**config.mk**
```make
export PLATFORM = sky130hd
export DESIGN_NAME = ps2_scan_receiver_flat
export DESIGN_NICKNAME = d
export VERILOG_FILES = /design/src/rtl/ps2_scan_receiver_pkg.sv /design/src/rtl/ps2_scan_receiver_if.sv /design/src/rtl/ps2_event_fifo.sv /design/src/rtl/ps2_scan_receiver.sv /design/src/flat_wrapper.sv
export SDC_FILE = /design/constraint.sdc
export NUM_CORES = 1
export LEC_CHECK = 0
export ABC_AREA = 1
export BUFFER_PORTS_ARGS = -buffer_cell sky130_fd_sc_hd__buf_2
export CAP_MARGIN = 20
export CELL_PAD_IN_SITES_DETAIL_PLACEMENT = 1
export CELL_PAD_IN_SITES_GLOBAL_PLACEMENT = 1
export CORE_AREA = 3 3 125 127
export CTS_CLUSTER_DIAMETER = 150
export DETAILED_ROUTE_END_ITERATION = 16
export DIE_AREA = 0 0 128 130
export PLACE_DENSITY = 0.76
export SETUP_SLACK_MARGIN = 0.15
export SLEW_MARGIN = 0
export SYNTH_ARGS = -nofsm -noshare
export SYNTH_HDL_FRONTEND = slang
export SYNTH_SLANG_ARGS = --single-unit
```
**constraint.sdc**
```tcl
create_clock -name Clock -period 2.4 [get_ports Clock]
set_input_delay 0.12 -clock Clock [delete_from_list [all_inputs] [get_ports Clock]]
set_output_delay 0.12 -clock Clock [all_outputs]
set_load 0.05 [all_outputs]
```
**src/rtl/ps2_scan_receiver_pkg.sv**
```systemverilog
// Shared types for the PS/2 scan-code receiver:
// frame FSM states, prefix bytes and the buffered event format.
package ps2_scan_receiver_pkg;

    typedef enum logic [1:0] {
        IDLE,
        DATA,
        PARITY,
        STOP
    } ps2_state_e;

    localparam logic [7:0] PS2_BREAK = 8'hF0;
    localparam logic [7:0] PS2_EXT   = 8'hE0;

    typedef struct packed {
        logic       ext;
        logic       brk;
        logic [7:0] code;
    } ps2_event_t;

endpackage

```
**src/rtl/ps2_scan_receiver_if.sv**
```systemverilog
// Event stream from the PS/2 receiver to the keymap/LCD consumer.
// The receiver drives the head event; the consumer drives Event_ready.
interface ps2_scan_receiver_if #(
    parameter int FIFO_DEPTH = 8
) ();

    localparam int CW = $clog2(FIFO_DEPTH + 1);

    logic [7:0]    Event_code;
    logic          Event_break;
    logic          Event_extended;
    logic          Event_valid;
    logic          Event_ready;
    logic [CW-1:0] Fifo_count;

    modport master (
        output Event_code,
        output Event_break,
        output Event_extended,
        output Event_valid,
        output Fifo_count,
        input  Event_ready
    );

    modport slave (
        input  Event_code,
        input  Event_break,
        input  Event_extended,
        input  Event_valid,
        input  Fifo_count,
        output Event_ready
    );

endinterface

```
**src/rtl/ps2_event_fifo.sv**
```systemverilog
// Generic synchronous show-ahead FIFO; head word is visible on Dout
// whenever Empty is low. A push on full is dropped unless a pop frees space.
module ps2_event_fifo #(
    parameter int WIDTH = 10,
    parameter int DEPTH = 8
) (
    input  logic                       Clock,
    input  logic                       Reset_n,
    input  logic                       Push,
    input  logic [WIDTH-1:0]           Din,
    input  logic                       Pop,
    output logic [WIDTH-1:0]           Dout,
    output logic                       Full,
    output logic                       Empty,
    output logic [$clog2(DEPTH+1)-1:0] Count,
    output logic                       Drop
);

    localparam int AW = $clog2(DEPTH);
    localparam int CW = $clog2(DEPTH + 1);

    logic [WIDTH-1:0] mem [DEPTH];
    logic [AW-1:0]    wr_ptr_q;
    logic [AW-1:0]    rd_ptr_q;
    logic [CW-1:0]    count_q;
    logic             wr_en;
    logic             rd_en;

    assign Full  = (count_q == CW'(DEPTH));
    assign Empty = (count_q == '0);
    assign Count = count_q;
    assign Dout  = mem[rd_ptr_q];

    assign rd_en = Pop && !Empty;
    assign wr_en = Push && (!Full || rd_en);
    assign Drop  = Push && !wr_en;

    always_ff @(posedge Clock) begin
        if (wr_en) begin
            mem[wr_ptr_q] <= Din;
        end
    end

    always_ff @(posedge Clock or negedge Reset_n) begin
        if (!Reset_n) begin
            wr_ptr_q <= '0;
            rd_ptr_q <= '0;
            count_q  <= '0;
        end else begin
            if (wr_en) begin
                wr_ptr_q <= wr_ptr_q + AW'(1);
            end
            if (rd_en) begin
                rd_ptr_q <= rd_ptr_q + AW'(1);
            end
            unique case ({wr_en, rd_en})
                2'b10:   count_q <= count_q + CW'(1);
                2'b01:   count_q <= count_q - CW'(1);
                default: count_q <= count_q;
            endcase
        end
    end

endmodule

```
**src/rtl/ps2_scan_receiver.sv**
```systemverilog
// PS/2 device-to-host receiver: oversampled line filtering, frame FSM
// with timeout, E0/F0 prefix folding and a buffered event stream.
module ps2_scan_receiver
    import ps2_scan_receiver_pkg::*;
#(
    parameter int FILTER_LEN     = 8,
    parameter int TIMEOUT_CYCLES = 100000,
    parameter int FIFO_DEPTH     = 8,
    parameter int CHECK_PARITY   = 1
) (
    input  logic                 Clock,
    input  logic                 Reset_n,
    input  logic                 PS2_CLK,
    input  logic                 PS2_DAT,
    ps2_scan_receiver_if.master  evt,
    output logic                 Parity_error,
    output logic                 Frame_error,
    output logic                 Overflow
);

    localparam int FW = (FILTER_LEN > 2) ? $clog2(FILTER_LEN) : 1;
    localparam int TW = $clog2(TIMEOUT_CYCLES);
    localparam int EW = $bits(ps2_event_t);

    logic [1:0]    clk_sync_q;
    logic [1:0]    dat_sync_q;
    logic [1:0]    raw;
    logic [1:0]    flt_q;
    logic [FW-1:0] fcnt_q [2];
    logic          clk_prev_q;
    logic          strobe;
    logic          dat;

    assign raw = {dat_sync_q[1], clk_sync_q[1]};

    always_ff @(posedge Clock or negedge Reset_n) begin
        if (!Reset_n) begin
            clk_sync_q <= 2'b11;
            dat_sync_q <= 2'b11;
        end else begin
            clk_sync_q <= {clk_sync_q[0], PS2_CLK};
            dat_sync_q <= {dat_sync_q[0], PS2_DAT};
        end
    end

    // A level change is accepted only after FILTER_LEN differing samples.
    always_ff @(posedge Clock or negedge Reset_n) begin
        if (!Reset_n) begin
            flt_q     <= 2'b11;
            fcnt_q[0] <= '0;
            fcnt_q[1] <= '0;
        end else begin
            for (int i = 0; i < 2; i++) begin
                if (raw[i] == flt_q[i]) begin
                    fcnt_q[i] <= '0;
                end else if (fcnt_q[i] == FW'(FILTER_LEN - 1)) begin
                    flt_q[i]  <= raw[i];
                    fcnt_q[i] <= '0;
                end else begin
                    fcnt_q[i] <= fcnt_q[i] + FW'(1);
                end
            end
        end
    end

    always_ff @(posedge Clock or negedge Reset_n) begin
        if (!Reset_n) begin
            clk_prev_q <= 1'b1;
        end else begin
            clk_prev_q <= flt_q[0];
        end
    end

    assign strobe = clk_prev_q & ~flt_q[0];
    assign dat    = flt_q[1];

    ps2_state_e    state_q, state_d;
    logic [2:0]    bit_cnt_q, bit_cnt_d;
    logic [7:0]    shreg_q, shreg_d;
    logic          par_q, par_d;
    logic [TW-1:0] tmo_q, tmo_d;
    logic          rx_valid_q, rx_valid_d;
    logic [7:0]    rx_byte_q;
    logic          perr_q, perr_d;
    logic          ferr_q, ferr_d;

    always_ff @(posedge Clock or negedge Reset_n) begin
        if (!Reset_n) begin
            state_q    <= IDLE;
            bit_cnt_q  <= '0;
            shreg_q    <= '0;
            par_q      <= 1'b0;
            tmo_q      <= '0;
            rx_valid_q <= 1'b0;
            rx_byte_q  <= '0;
            perr_q     <= 1'b0;
            ferr_q     <= 1'b0;
        end else begin
            state_q    <= state_d;
            bit_cnt_q  <= bit_cnt_d;
            shreg_q    <= shreg_d;
            par_q      <= par_d;
            tmo_q      <= tmo_d;
            rx_valid_q <= rx_valid_d;
            rx_byte_q  <= shreg_q;
            perr_q     <= perr_d;
            ferr_q     <= ferr_d;
        end
    end

    always_comb begin
        state_d    = state_q;
        bit_cnt_d  = bit_cnt_q;
        shreg_d    = shreg_q;
        par_d      = par_q;
        tmo_d      = tmo_q;
        rx_valid_d = 1'b0;
        perr_d     = 1'b0;
        ferr_d     = 1'b0;

        // A stalled frame is abandoned; a strobe always restarts the count.
        if (state_q == IDLE || strobe) begin
            tmo_d = '0;
        end else if (tmo_q == TW'(TIMEOUT_CYCLES - 1)) begin
            tmo_d   = '0;
            state_d = IDLE;
            ferr_d  = 1'b1;
        end else begin
            tmo_d = tmo_q + TW'(1);
        end

        if (strobe) begin
            unique case (state_q)
                IDLE: begin
                    if (!dat) begin
                        state_d   = DATA;
                        bit_cnt_d = '0;
                    end
                end
                DATA: begin
                    shreg_d   = {dat, shreg_q[7:1]};
                    bit_cnt_d = bit_cnt_q + 3'd1;
                    if (bit_cnt_q == 3'd7) begin
                        state_d = PARITY;
                    end
                end
                PARITY: begin
                    par_d   = dat;
                    state_d = STOP;
                end
                STOP: begin
                    state_d = IDLE;
                    if ((CHECK_PARITY != 0) && !(^{shreg_q, par_q})) begin
                        perr_d = 1'b1;
                    end else if (!dat) begin
                        ferr_d = 1'b1;
                    end else begin
                        rx_valid_d = 1'b1;
                    end
                end
                default: state_d = IDLE;
            endcase
        end
    end

    assign Parity_error = perr_q;
    assign Frame_error  = ferr_q;

    logic       brk_q, brk_d;
    logic       ext_q, ext_d;
    logic       push;
    ps2_event_t push_evt;

    always_comb begin
        brk_d = brk_q;
        ext_d = ext_q;
        push  = 1'b0;
        if (perr_q || ferr_q) begin
            brk_d = 1'b0;
            ext_d = 1'b0;
        end else if (rx_valid_q) begin
            unique case (1'b1)
                (rx_byte_q == PS2_BREAK): brk_d = 1'b1;
                (rx_byte_q == PS2_EXT):   ext_d = 1'b1;
                default: begin
                    push  = 1'b1;
                    brk_d = 1'b0;
                    ext_d = 1'b0;
                end
            endcase
        end
    end

    assign push_evt = '{ext: ext_q, brk: brk_q, code: rx_byte_q};

    always_ff @(posedge Clock or negedge Reset_n) begin
        if (!Reset_n) begin
            brk_q <= 1'b0;
            ext_q <= 1'b0;
        end else begin
            brk_q <= brk_d;
            ext_q <= ext_d;
        end
    end

    ps2_event_t head;
    logic       fifo_full;
    logic       fifo_empty;
    logic       fifo_drop;
    logic       pop;

    assign pop = !fifo_empty && evt.Event_ready;

    ps2_event_fifo #(
        .WIDTH (EW),
        .DEPTH (FIFO_DEPTH)
    ) u_fifo (
        .Clock   (Clock),
        .Reset_n (Reset_n),
        .Push    (push),
        .Din     (push_evt),
        .Pop     (pop),
        .Dout    (head),
        .Full    (fifo_full),
        .Empty   (fifo_empty),
        .Count   (evt.Fifo_count),
        .Drop    (fifo_drop)
    );

    always_ff @(posedge Clock or negedge Reset_n) begin
        if (!Reset_n) begin
            Overflow <= 1'b0;
        end else if (fifo_drop) begin
            Overflow <= 1'b1;
        end
    end

    // Head fields are forced to zero while empty so storage needs no reset.
    assign evt.Event_valid    = !fifo_empty;
    assign evt.Event_code     = fifo_empty ? 8'h00 : head.code;
    assign evt.Event_break    = !fifo_empty && head.brk;
    assign evt.Event_extended = !fifo_empty && head.ext;

endmodule
```
**src/flat_wrapper.sv**
```systemverilog
// flat-port wrapper written by rule: the top's interface ports become plain ports
module ps2_scan_receiver_flat import ps2_scan_receiver_pkg::*;
#(
    parameter int FILTER_LEN     = 8,
    parameter int TIMEOUT_CYCLES = 100000,
    parameter int FIFO_DEPTH     = 8,
    parameter int CHECK_PARITY   = 1
)
  (Clock, Reset_n, PS2_CLK, PS2_DAT, Parity_error, Frame_error, Overflow, evt_Event_code, evt_Event_break, evt_Event_extended, evt_Event_valid, evt_Fifo_count, evt_Event_ready);
  ps2_scan_receiver_if #(.FIFO_DEPTH(FIFO_DEPTH)) evt_i ();
  input  logic Clock;
  input  logic Reset_n;
  input  logic PS2_CLK;
  input  logic PS2_DAT;
  output logic Parity_error;
  output logic Frame_error;
  output logic Overflow;
  output wire logic [$bits(evt_i.Event_code)-1:0] evt_Event_code;
  output wire logic [$bits(evt_i.Event_break)-1:0] evt_Event_break;
  output wire logic [$bits(evt_i.Event_extended)-1:0] evt_Event_extended;
  output wire logic [$bits(evt_i.Event_valid)-1:0] evt_Event_valid;
  output wire logic [$bits(evt_i.Fifo_count)-1:0] evt_Fifo_count;
  input wire logic [$bits(evt_i.Event_ready)-1:0] evt_Event_ready;
  assign evt_Event_code = evt_i.Event_code;
  assign evt_Event_break = evt_i.Event_break;
  assign evt_Event_extended = evt_i.Event_extended;
  assign evt_Event_valid = evt_i.Event_valid;
  assign evt_Fifo_count = evt_i.Fifo_count;
  assign evt_i.Event_ready = evt_Event_ready;
  ps2_scan_receiver #(.FILTER_LEN(FILTER_LEN), .TIMEOUT_CYCLES(TIMEOUT_CYCLES), .FIFO_DEPTH(FIFO_DEPTH), .CHECK_PARITY(CHECK_PARITY)) u_core (.Clock(Clock), .Reset_n(Reset_n), .PS2_CLK(PS2_CLK), .PS2_DAT(PS2_DAT), .evt(evt_i), .Parity_error(Parity_error), .Frame_error(Frame_error), .Overflow(Overflow));
endmodule
```
==> impl_metrics.yaml, run 1 <==
yosys:
  synth_area_per_cell_sq_um: 11.12
  ys_warn_count: 0
  synth.area.top_cells: "edfxtp_1 37%, dfrtp_1 24%, nor2_1 6.4%"
  netlist_area_sq_um: 6482
  synth_nets: 600
  ys.flop_type: "edfxtp_1"
  yosysTopAreaCell: "edfxtp_1"
  synth.distinct_cells: 45
  synthCells: 583
  synth_top_area_share_pct: 37.06
  yosysSeqAreaShare_pct: 63.44
  synth_edf_count: 80
  synthArstFlopShare_pct: 45.95
  synth-seq-cells: 148
global_route:
  gr-total-overflow: 0
  grt_pass1_vias: 4823
  antenna_found_initial: 0
  track_usage_pct: 19.73
  grt_first_pass_wirelength_mm: 24.95
  grt_max_degree: 43
placement:
  gp_congestion: 0.7957
  dp_hpwl_mm: 9.896
  numPortBuffers: 22
  place_area_sq_um: 6902
sta:
  rsz0062_at_grt: "yes"
  min_period_ps: 2159
  setup_viol: 0
  final_hold_viol_count: 0
  min_period_over_period_pct: 89.96
  fin_skew_ps: 6.789
  fin_hold_ws_ps: 39.89
  tightestPinTransition_ps: 456.6
  relSlewSlack_pct: 69.56
  drv_slew: 0
  timing.fmax_ghz: 0.4632
floorplan:
  die_area_sq_um: 16640
  rows: 44
  die_h_microns: 130
  ios: 23
  die_x_microns: 128
  fp.coreArea_sq_um: 14530
  start_util_pct: 44.60
cells_and_area:
  final_layout_size_suffix_gt1_share_pct: 25.08
  fillers: 1553
  nets: 658
  antenna_cells: 0
  design_area_sq_um: 7761
  area_growth_pct: 19.73
critical_path:
  critical_path_class: "flip-flop to output port"
  slowest_delay_ps: 430
  reg2reg_from: "u_core.rx_byte_q[0]"
  critPathCaptureType: "output port"
  start_kind: "flip-flop"
  reg2reg_slack_ps: 290
  worst-path-max-fanout: 27
  crit_path_end: "evt_Event_code[0]"
  worstPathRequired_ps: 2280
  crit_arrival_ps: 2040
  slowest_stage: "dfrtp_1"
  crit_start: "u_core.u_fifo.rd_ptr_q[0]"
  rr_endpoint: "u_core.u_fifo.Count[3]"
  reg2regPathDepth: 16
  path_cells: "buf_6, nor2_1, o32ai_1, nor2_1, nor2_2, buf_6"
route:
  ant_nets: 0
  dr.pass1.iters: 4
  remaining_drc_errors: 0
  wirelength_mm: 15.76
  vias: 4483
  wire_per_inst_microns: 18.81
  drtIter0Drc: 279
  viasPerCell: 5.350
cts:
  clock_sinks: 148
  ctsHtreeMaxLevel: 4
  clk_latency_ps: 420
  path_clk_slew_ps: 60
  cts_tree: "built"
  numCtsBuffers: 17
  cts-root-buf: "clkbuf_16"
  ctsLongestPathBuffers: 2
power:
  power_density_nw_per_um2: 1137
  power.leakage_uw: 0.003186
  ir_drop_v: 0.0006363
min_path:
  worstHoldPathType: "input port to flip-flop"
run:
  max_cap_viol_count: 0
outcome:
  run_status: "complete, no violations"
-- worst min-delay path by stage --
stage                    startpoint                        end  slack (ps)  cells past startpoint
floorplan                   Reset_n         u_core.Frame_error        -180                      0
global placement            Reset_n     u_core.u_fifo.Count[0]          90                      1
detailed placement          Reset_n     u_core.u_fifo.Count[1]          90                      1
CTS                 evt_Event_ready  u_core.u_fifo.rd_ptr_q[0]          30                      3
global route        evt_Event_ready  u_core.u_fifo.rd_ptr_q[0]          30                      3
finish              evt_Event_ready  u_core.u_fifo.rd_ptr_q[0]          40                      3
-- Yosys cell counts, types with 3 or more instances --
cell type	count
nand2_4	6
nor2_2	10
o32ai_1	20
edfxtp_1	80
inv_1	51
buf_2	7
nor2_1	111
nand3_1	17
dfstp_2	7
nor3_1	4
a21oi_1	7
xor2_1	11
ha_1	11
nor2_4	3
nand2_2	8
dfrtp_1	61
nand3_2	5
nand2_1	61
o21ai_1	8
nor4_1	4
nand4_1	10
xnor2_1	6
clkbuf_1	7
o21ai_0	37
-- stage by stage --
step           total power [uW]  utilization, %  std cells  setup WS, ps  TNS [ps]
2_1_floorplan              5159               -        583         157.2         0
3_3_place_gp               5750           47.49        790         107.3         0
3_5_place_dp               5893           47.49        790        -36.08    -36.08
4_1_cts                    8694           52.20        826         112.2         0
5_1_grt                    9292           53.40        838         84.64         0
6_report                   8826           53.40        838         241.0         0
-- critical path: cells and delay by family, from the launching register on --
family          cells  cell delay (ps)
buf+inv             2              440
flops               1              430
simple gates        3              350
compound gates      1              380
-- layer usage --
layer / part of all wire, % / global-route usage [%]
met2: 53 / 34.57
met5: 0 / 0
met1: 41 / 23.59
met3: 3.7 / 4.462
met4: 2.0 / 8.177
-- power by group --
group | leakage [uW] | internal, uW | switching [uW]
registers | 0.00162 | 2870 | 163
clock network | 0.000280 | 1640 | 1080
logic | 0.00129 | 970 | 2110
total | 0.00319 | 5480 | 3350
-- final cells by class --
type	count	area [sq um]	share of cell area, %
multi-input cells	363	2146	27.65
clock buffers	17	425.4	5.481
inverters	55	209.0	2.692
repair buffers	56	445.4	5.739
well taps	184	230.2	2.966
clock inverters	15	180.2	2.321
flip-flops and latches	148	4125	53.15
-- what timing repair did --
item,in CTS,in global routing
pin swaps,1,2
buffers inserted,1,11
hold endpoints to repair,19,0
hold buffers,3,0
resized for setup,15,19
gates cloned,0,1
endpoints found under the setup margin,8,9
-- cells in the final DEF, fill, tap and decap left out, types with 10 or more instances in the layout --
master / netlist / final
dfrtp_2: 0 / 10
nand3_1: 17 / 17
nand2_1: 61 / 61
clkbuf_16: 0 / 18
nor2_1: 111 / 101
buf_2: 7 / 16
buf_4: 0 / 28
nand4_1: 10 / 10
o21ai_0: 37 / 37
inv_1: 51 / 49
xor2_1: 11 / 11
edfxtp_1: 80 / 80
ha_1: 11 / 10
nor2_2: 10 / 19
o32ai_1: 20 / 18
dfrtp_1: 61 / 51
-- cell families after synthesis --
family / after synthesis / share of synthesized area [%]
AOI/OAI and AO/OA: 83 / 8.165
xor gates and xnor gates: 17 / 2.297
adders and majority gates: 12 / 2.432
buffers and inverters: 72 / 4.594
DFF: 148 / 63.44
and+or+nand+nor: 251 / 19.07
-- registers in the layout, summed over array words and instances (netlist names), 2 cells and up --
name and cells:
u_core.bit_cnt_q 3, u_core.clk_sync_q 2, u_core.u_fifo.wr_ptr_q 3, u_core.fcnt_q 6, u_core.tmo_q 17, u_core.shreg_q 8
u_core.dat_sync_q 2, u_core.state_q 2, u_core.u_fifo.mem 80, u_core.u_fifo.rd_ptr_q 3, u_core.u_fifo.Count 4, u_core.rx_byte_q 8
u_core.flt_q 2
(Power assumes the default switching activity.)
==> run 2: changes to the inputs <==
--- a/config.mk
+++ b/config.mk
@@ -10,11 +10,12 @@
 export CAP_MARGIN = 20
 export CELL_PAD_IN_SITES_DETAIL_PLACEMENT = 1
 export CELL_PAD_IN_SITES_GLOBAL_PLACEMENT = 1
-export CORE_AREA = 3 3 125 127
+export CORE_AREA = 3 3 132 134
 export CTS_CLUSTER_DIAMETER = 150
 export DETAILED_ROUTE_END_ITERATION = 16
-export DIE_AREA = 0 0 128 130
-export PLACE_DENSITY = 0.76
+export DIE_AREA = 0 0 135 137
+export GPL_ROUTABILITY_DRIVEN = 0
+export PLACE_DENSITY_LB_ADDON = 0.1
 export SETUP_SLACK_MARGIN = 0.15
 export SLEW_MARGIN = 0
 export SYNTH_ARGS = -nofsm -noshare
==> run 2 against run 1 <==
  * Flip-flop and latch count unchanged
  * Final cell count up 4.3%
  * Register-to-register slack worse by 30 ps
  * Worst hold slack worse by 5.0 ps
  * Clock power about the same
  * Global-route usage down 2.2 points
  * Combinational power down 3%
  * Power down 0.83%
  * Largest power group is now registers
==> impl_metrics.yaml, run 2 (synthesis results as in run 1) <==
critical_path:
  critPathCaptureType: "flip-flop"
  slowest_delay_ps: 440
  crit_arrival_ps: 2450
  critical_path_class: "flip-flop to flip-flop"
  start_kind: "flip-flop"
  crit_top_cell: "nand2_1"
  cp_top_family: "simple AND/OR/NAND/NOR gates"
  worstPathRequired_ps: 2710
  worstPathBufferInverterCount: 3
  slowest_stage: "dfrtp_2"
  path_cells: "inv_1, nand2_1, nor2_4, o21ai_2, nand2_2, nand2_2, inv_1, ha_4, nand2_1, nand2_1, a31oi_2, inv_1, nand3_1, nand3_1, nand2_1, nand2_1"
  worst-path-max-fanout: 6
route:
  dr.pass1.iters: 4
  remaining_drc_errors: 0
  wire_per_inst_microns: 17.30
  wirelength_mm: 15.12
  ant_nets: 0
  vias: 4345
  drtIter0Drc: 213
  viasPerCell: 4.971
cts:
  clk_latency_ps: 420
  ctsLongestPathBuffers: 2
  ctsHtreeMaxLevel: 4
  numCtsBuffers: 17
  cts_tree: "built"
  cts-root-buf: "clkbuf_16"
  path_clk_slew_ps: 60
  clock_sinks: 148
placement:
  numPortBuffers: 22
  dp_hpwl_mm: 9.438
cells_and_area:
  antenna_cells: 0
  final_layout_size_suffix_gt1_share_pct: 23.85
  area_growth_pct: 20.21
  fillers: 1716
  reg_top3: "u_core.u_fifo.mem x80, u_core.tmo_q x17"
  regMostFlops: "u_core.u_fifo.mem"
  mostFrequentLayoutCell: "nor2_1"
  nets: 658
  layout_common_cells: "100 x nor2_1, 80 x edfxtp_1, 61 x nand2_1"
  largest_reg_flops: 80
floorplan:
  die_h_microns: 137
  die_x_microns: 135
  fp.coreArea_sq_um: 16410
  ios: 23
  die_area_sq_um: 18500
  start_util_pct: 39.51
  rows: 47
power:
  total_power_uw: 8753
  power_density_nw_per_um2: 1123
  power.leakage_uw: 0.003195
  ir_drop_v: 0.0007437
sta:
  tns_ps: 0
  drv_slew: 0
  min_period_ps: 2142
  final_hold_viol_count: 0
  rsz0062_at_grt: "yes"
  min_period_over_period_pct: 89.26
  setup_viol: 0
  fin_skew_ps: 9.963
  relSlewSlack_pct: 69.87
  timing.fmax_ghz: 0.4668
  tightestPinTransition_ps: 451.4
outcome:
  run_status: "complete, no violations"
global_route:
  grt_first_pass_wirelength_mm: 24.72
  track_usage_pct: 17.48
  gr-total-overflow: 0
  grt_max_degree: 69
  grt_pass1_vias: 4687
  antenna_found_initial: 0
min_path:
  worstHoldPathType: "input port to flip-flop"
run:
  max_cap_viol_count: 0
-- run 2: layout make-up --
cell class                 count  area, sq um  share of cell area (%)
clock buffer                  21        440.4                   5.652
clock inverter                11        157.7                   2.023
inverter                      55        211.5                   2.714
multi-input combinational    363         2131                   27.34
sequential                   148         4124                   52.92
tap                          220        275.3                   3.532
timing repair buffer          56        452.9                   5.812
-- run 2: repair_timing --
action,4_1_cts,5_1_grt
hold buffers,3,0
gates cloned,0,1
setup endpoints to repair,5,48
buffers inserted,0,13
endpoints found under the hold margin,63,0
gates resized for setup,6,22
pin swaps,0,2
-- run 2: layer usage --
layer  global-route usage (%)  vias up  wire [microns]
met5                        0        -               0
met1                    20.95     2173            6425
met2                    31.55       55            8018
met3                    3.750       18             443
met4                    5.487        0             235
li1                         -     2099               -
-- run 2: per-stage QoR --
step	instances	setup slack (ps)	utilization, %	hold WS, ps	instance area (sq um)
final	874	257.7	47.49	34.90	7792
after global routing	874	50.53	47.49	54.24	7792
after CTS	860	143.7	46.36	32.27	7606
after detailed placement	825	95.40	42.45	180.3	6964
after global placement	825	197.4	42.45	181.2	6964
after floorplan	583	157.2	-	-175.6	6504
-- run 2: path summary, 6_finish.rpt --
path                                      startpoint  slack [ps]                        end  cells past startpoint
max in group asynchronous                    Reset_n        1800            u_core.flt_q[0]                      3
worst max register to register   u_core.rx_byte_q[2]         260     u_core.u_fifo.Count[3]                     16
worst min-delay path                 evt_Event_ready          30  u_core.u_fifo.rd_ptr_q[0]                      3
min in group asynchronous                    Reset_n         260            u_core.tmo_q[0]                      3
worst min register to register  u_core.clk_sync_q[0]         360       u_core.clk_sync_q[1]                      0
worst max-delay path             u_core.rx_byte_q[2]         260     u_core.u_fifo.Count[3]                     16
-- run 2: worst reg2reg max path: cells and delay by family, from the launching register on --
family,cells,cell delay (ps)
AOI/OAI and AO/OA,2,280
adders and majority gates,1,230
buffers and inverters,3,250
DFF,1,440
and+or+nand+nor,10,840
-- run 2: power by group --
part           total (uW)  switching [uW]  internal, uW
clock network        2730             997          1730
logic                2990            2050           937
registers            3030             167          2870
total                8750            3220          5530
